<file path="src/rtl/calc_pkg.sv">
// Shared types and constants for the calculator input front-end.
// Optional sig auto-repeat is enabled with CALC_AUTOREPEAT_EN.
package calc_pkg;

    typedef enum logic [3:0] {
        OP_ADD = 4'd0,
        OP_SUB,
        OP_MUL,
        OP_DIV,
        OP_MOD,
        OP_AND,
        OP_OR,
        OP_XOR,
        OP_SHL,
        OP_SHR = 4'd9
    } op_t;

    typedef enum logic {
        EDIT = 1'b0,
        SHOW = 1'b1
    } ctrl_state_t;

    localparam logic [3:0] OP_LAST_C = 4'd9;

    function automatic logic [3:0] op_next(
        input logic [3:0] cur,
        input logic [3:0] last
    );
        return (cur == last) ? 4'd0 : cur + 4'd1;
    endfunction

endpackage

</file>
<file path="src/rtl/calc_input_ctrl_btn_debounce.sv">
// Button synchronizer, debouncer and press-pulse generator.
// With CALC_AUTOREPEAT_EN, REPEAT=1 adds held-button repeat pulses.
module btn_debounce #(
    parameter int DEBOUNCE_CYCLES = 500000
`ifdef CALC_AUTOREPEAT_EN
    ,
    parameter bit REPEAT = 1'b0
`endif
) (
    input  logic clk,
    input  logic rst_n,
    input  logic btn_n,
    output logic pulse
);

    localparam int CW = $clog2(DEBOUNCE_CYCLES);
    localparam logic [CW-1:0] CNT_MAX = CW'(DEBOUNCE_CYCLES - 1);

    logic          s1;
    logic          s2;
    logic          stable;
    logic [CW-1:0] cnt;
    logic          accept;
    logic          press;
    logic          fire;

    assign accept = (s2 != stable) && (cnt == CNT_MAX);
    assign press  = accept && !s2;

    always_ff @(posedge clk) begin
        if (!rst_n) begin
            s1     <= 1'b1;
            s2     <= 1'b1;
            stable <= 1'b1;
            cnt    <= '0;
        end else begin
            s1 <= btn_n;
            s2 <= s1;
            if (s2 == stable) begin
                cnt <= '0;
            end else if (accept) begin
                stable <= s2;
                cnt    <= '0;
            end else begin
                cnt <= cnt + 1'b1;
            end
        end
    end

`ifdef CALC_AUTOREPEAT_EN
    localparam int RW = $clog2(4 * DEBOUNCE_CYCLES);
    localparam logic [RW-1:0] REP_MAX = RW'(4 * DEBOUNCE_CYCLES - 1);

    logic [RW-1:0] rep_cnt;
    logic          rep_fire;

    assign rep_fire = REPEAT && !stable && (rep_cnt == REP_MAX);

    // Repeat period is measured from the edge that accepted the press.
    always_ff @(posedge clk) begin
        if (!rst_n || press || stable || rep_fire) begin
            rep_cnt <= '0;
        end else begin
            rep_cnt <= rep_cnt + 1'b1;
        end
    end

    assign fire = press || rep_fire;
`else
    assign fire = press;
`endif

    always_ff @(posedge clk) begin
        if (!rst_n) begin
            pulse <= 1'b0;
        end else begin
            pulse <= fire;
        end
    end

endmodule

</file>
<file path="src/rtl/calc_input_ctrl.sv">
// Calculator front-end: button pulses, op register, operand freeze.
// Define CALC_AUTOREPEAT_EN for auto-repeat on the sig button.
module calc_input_ctrl
    import calc_pkg::*;
#(
    parameter int         DEBOUNCE_CYCLES = 500000,
    parameter logic [3:0] OP_LAST         = OP_LAST_C,
    parameter int         W               = 4
) (
    input  logic         clk,
    input  logic         rst_n,
    input  logic [W-1:0] sw_a,
    input  logic [W-1:0] sw_b,
    input  logic         btn_sig_n,
    input  logic         btn_equ_n,
    output logic [3:0]   op,
    output logic [W-1:0] a_q,
    output logic [W-1:0] b_q,
    output logic         op_step,
    output logic         equ_strobe,
    output logic         result_valid
);

    ctrl_state_t  state_q;
    ctrl_state_t  state_d;
    logic         latch;
    logic         advance;
    logic [W-1:0] a_s1;
    logic [W-1:0] a_s2;
    logic [W-1:0] b_s1;
    logic [W-1:0] b_s2;

`ifdef CALC_AUTOREPEAT_EN
    btn_debounce #(
        .DEBOUNCE_CYCLES(DEBOUNCE_CYCLES),
        .REPEAT         (1'b1)
    ) u_sig (
`else
    btn_debounce #(
        .DEBOUNCE_CYCLES(DEBOUNCE_CYCLES)
    ) u_sig (
`endif
        .clk  (clk),
        .rst_n(rst_n),
        .btn_n(btn_sig_n),
        .pulse(op_step)
    );

    btn_debounce #(
        .DEBOUNCE_CYCLES(DEBOUNCE_CYCLES)
    ) u_equ (
        .clk  (clk),
        .rst_n(rst_n),
        .btn_n(btn_equ_n),
        .pulse(equ_strobe)
    );

    always_ff @(posedge clk) begin
        if (!rst_n) begin
            a_s1 <= '0;
            a_s2 <= '0;
            b_s1 <= '0;
            b_s2 <= '0;
        end else begin
            a_s1 <= sw_a;
            a_s2 <= a_s1;
            b_s1 <= sw_b;
            b_s2 <= b_s1;
        end
    end

    always_ff @(posedge clk) begin
        if (!rst_n) begin
            state_q <= EDIT;
        end else begin
            state_q <= state_d;
        end
    end

    // equ wins over a coincident sig pulse; the sig press is dropped.
    always_comb begin
        state_d = state_q;
        latch   = 1'b0;
        advance = 1'b0;
        unique case (state_q)
            EDIT: begin
                if (equ_strobe) begin
                    latch   = 1'b1;
                    state_d = SHOW;
                end else if (op_step) begin
                    advance = 1'b1;
                end
            end
            SHOW: begin
                if (equ_strobe) begin
                    latch = 1'b1;
                end else if (op_step) begin
                    advance = 1'b1;
                    state_d = EDIT;
                end
            end
        endcase
    end

    always_ff @(posedge clk) begin
        if (!rst_n) begin
            op  <= 4'd0;
            a_q <= '0;
            b_q <= '0;
        end else begin
            if (advance) begin
                op <= op_next(op, OP_LAST);
            end
            if (latch) begin
                a_q <= a_s2;
                b_q <= b_s2;
            end
        end
    end

    assign result_valid = (state_q == SHOW);

endmodule
</file>
<file path="config.mk">
export PLATFORM = sky130hd
export DESIGN_NAME = calc_input_ctrl
export DESIGN_NICKNAME = d
export VERILOG_FILES = /design/src/rtl/calc_pkg.sv /design/src/rtl/calc_input_ctrl_btn_debounce.sv /design/src/rtl/calc_input_ctrl.sv
export SDC_FILE = /design/constraint.sdc
export NUM_CORES = 1
export LEC_CHECK = 0
export BUFFER_PORTS_ARGS = -buffer_cell sky130_fd_sc_hd__buf_2
export CELL_PAD_IN_SITES_DETAIL_PLACEMENT = 1
export CELL_PAD_IN_SITES_GLOBAL_PLACEMENT = 2
export CORE_UTILIZATION = 37
export CTS_CLUSTER_DIAMETER = 200
export DETAILED_ROUTE_END_ITERATION = 6
export HOLD_SLACK_MARGIN = 0.06
export PLACE_DENSITY = 0.83
export SLEW_MARGIN = 20
export SYNTH_ARGS = -nofsm -noshare
export SYNTH_HDL_FRONTEND = slang
export SYNTH_SLANG_ARGS = --single-unit
</file>
<file path="constraint.sdc">
create_clock -name clk -period 2.06 [get_ports clk]
set_input_delay 0.103 -clock clk [delete_from_list [all_inputs] [get_ports clk]]
set_output_delay 0.103 -clock clk [all_outputs]
set_load 0.01 [all_outputs]
</file>
==> results.toml <==
[outcome]
status = "finished clean"

[logic_synthesis]
netlist_instances = 309
synth_top_area_share_pct = 50.8
yosysMostFrequentCell = "dfxtp_1"
synth_area_leaders = "dfxtp_1, nor2_1, xnor2_1, xor2_1, and2_1"
ys.flop_type = "dfxtp_1"
synth_cell_types = 46
async_flop_share_pct = 0
synth_edf_count = 0
syn_nets = 323
synth.largest_area_cell = "dfxtp_1"
ys_ff_latch = 75
synth_warnings = 0
syn_avg_cell_area_um2 = 9.56
ys_seq_area_share_pct = 50.8
synthTopCellsByCount = "dfxtp_1, nor2_1, nand2_1"
syn-cell-area_um2 = 2960

[grt]
grt_pass1_vias = 2214
antenna_found_initial = 0
globalRouteOverflowTotal = 0
grt_max_degree = 20
grt_pass1_wl_um = 10300
grt_use_total_pct = 15.4

[floorplan]
die_w_um = 91.4
die_area_um2 = 8350
core_area_um2 = 7730
rows = 32
ios = 27
start_util_pct = 38.2
die_height_um = 91.4

[worst_setup_path]
critPathMaxFanout = 7
path_class = "flip-flop to flip-flop"
slowest_delay_ps = 490
end_kind = "flip-flop"
path_cells = "and4_1, nand3_2, or4_1, a21oi_1"
crit_start = "u_equ.cnt[4]"
rr_startpoint = "u_equ.cnt[4]"
critPathArrivalTime_ps = 2000
critPathSlowestCell = "or4_1"
cp.required_ps = 2330
crit_path_start_kind = "flip-flop"

[clock_tree]
htreeDepth = 3
clk_latency_ps = 340
cts.path.max_buffers = 2
cts_sinks = 75
post_cts_buffers = 0
cts-buffers-inserted = 9
clock-root-buffer = "clkbuf_8"
cts_tree = "done"
path_clk_slew_ps = 80

[routing]
drt_iter0_drc = 30
firstDrtPassIters = 4
routed_wl_um = 6010
ant_nets = 0
drt-wirelength-per-cell_um = 13.1
drc = 0
route.vias.total = 2265
viasPerCell = 4.95

[timing]
maxSlewHeadroom_pct = 65.9
setup_viol = 0
hold_viol_final = 0
rsz0062_at_grt = "no"
period_minus_slack_ps = 1720
max_freq_mhz = 580
period_share_pct = 83.7
finalSetupTns_ps = 0
worst_pin_slew_ps = 511
drv_slew = 0
finalClockSkew_ps = 10.7

[min_path]
min_from = "rst_n"
hold_path_class = "input port to flip-flop"

[placed_design]
globalplace.congestion = 0.740
hpwl_um = 4090
portBuffers = 26
placedCellCount = 432

[run]
maxCapViolations = 0

[final_layout]
fillCellCount = 902
antenna_cells = 0
fin_cells = 458
num-nets-final = 365
area_growth_pct = 19.0
drive_gt1_share_pct = 16.6

[pwr]
leakagePower_nw = 1.25
p_per_area_nw_per_um2 = 790
power.total_mw = 2.78
max-vdd-ir-drop_v = 0.000346
-- state kept, by name, summed over array words and instances, names as in the netlist --
name,cells
u_sig.s1,1
a_q,4
b_q,4
u_equ.cnt,19
b_s1,4
result_valid,1
op,4
u_equ.pulse,1
u_sig.s2,1
u_equ.s1,1
a_s2,4
u_equ.stable,1
b_s2,4
u_equ.s2,1
a_s1,4
u_sig.stable,1
u_sig.pulse,1
u_sig.cnt,19
-- cells by family (layout without fill, tap and decap cells) --
kind of cell               after synthesis  count (layout)  synth area share, %
adders and majority gates                2               2                0.847
DFF                                     75              75                 50.8
xor gates and xnor gates                30              30                 8.89
buffers and inverters                   18              65                 2.96
muxes                                    8               8                 2.71
AOI/OAI and AO/OA                       27              27                 6.14
and+or+nand+nor                        149             149                 27.6
-- stage by stage --
| step | cell area, um^2 | utilization, % | setup slack, ps | hold slack, ps |
|---|---|---|---|---|
| after CTS | 3520 | 45.5 | 319 | 118 |
| after global placement | 3200 | 41.4 | 396 | 308 |
| after detailed placement | 3200 | 41.4 | 322 | 314 |
| after floorplan | 2960 | - | 400 | 176 |
| final | 3520 | 45.5 | 336 | 127 |
| after global routing | 3520 | 45.5 | 211 | 144 |
-- worst paths after layout --
kind                        end  slack, ps  depth (start not counted)
hold / removal      u_sig.pulse        130                          3
hold reg to reg        u_sig.s2        410                          1
setup reg to reg  u_equ.cnt[17]        340                          4
setup / recovery  u_equ.cnt[17]        340                          4
-- layer usage --
layer	vias up	wire length (um)	global-route usage [%]
met5	-	0	0
met2	33	2750	24.5
met4	0	71	5.16
met1	1084	2980	20.0
met3	7	202	4.44
li1	1141	-	-
-- power by group --
part           switching (mW)  internal [mW]
logic                  0.0291         0.0347
registers             0.00598           1.47
clock network           0.555          0.685
total                   0.591           2.19
-- layout by cell type (no fill, tap or decap), types with 10 or more instances in the layout --
cell type,instances
a21oi_1,10
and2_1,17
buf_2,26
dfxtp_1,75
dlygate4sd3_1,10
nand2_1,19
nor2_1,48
xnor2_1,15
xor2_1,15
-- worst max-delay path: cells and delay by family (launching register included) --
kind | cells | cell delay (ps)
DFF | 1 | 460
AOI/OAI and AO/OA | 1 | 160
and+or+nand+nor | 3 | 1050
-- cell type report --
| cell class | count | area, um^2 | share of cell area, % |
|---|---|---|---|
| multi-input combinational | 216 | 1370 | 38.8 |
| tap | 102 | 128 | 3.63 |
| sequential | 75 | 1500 | 42.7 |
| clock buffer | 10 | 128 | 3.63 |
| timing repair buffer | 43 | 283 | 8.04 |
| inverter | 6 | 22.5 | 0.640 |
| clock inverter | 6 | 88.8 | 2.53 |
-- what timing repair did --
action | 4_1_cts | 5_1_grt
setup endpoints to repair | 0 | 0
gates resized for setup | 0 | 0
hold buffers | 10 | 0
endpoints found under the hold margin | 10 | 0
Note: power is estimated with default switching activity, not from simulation.
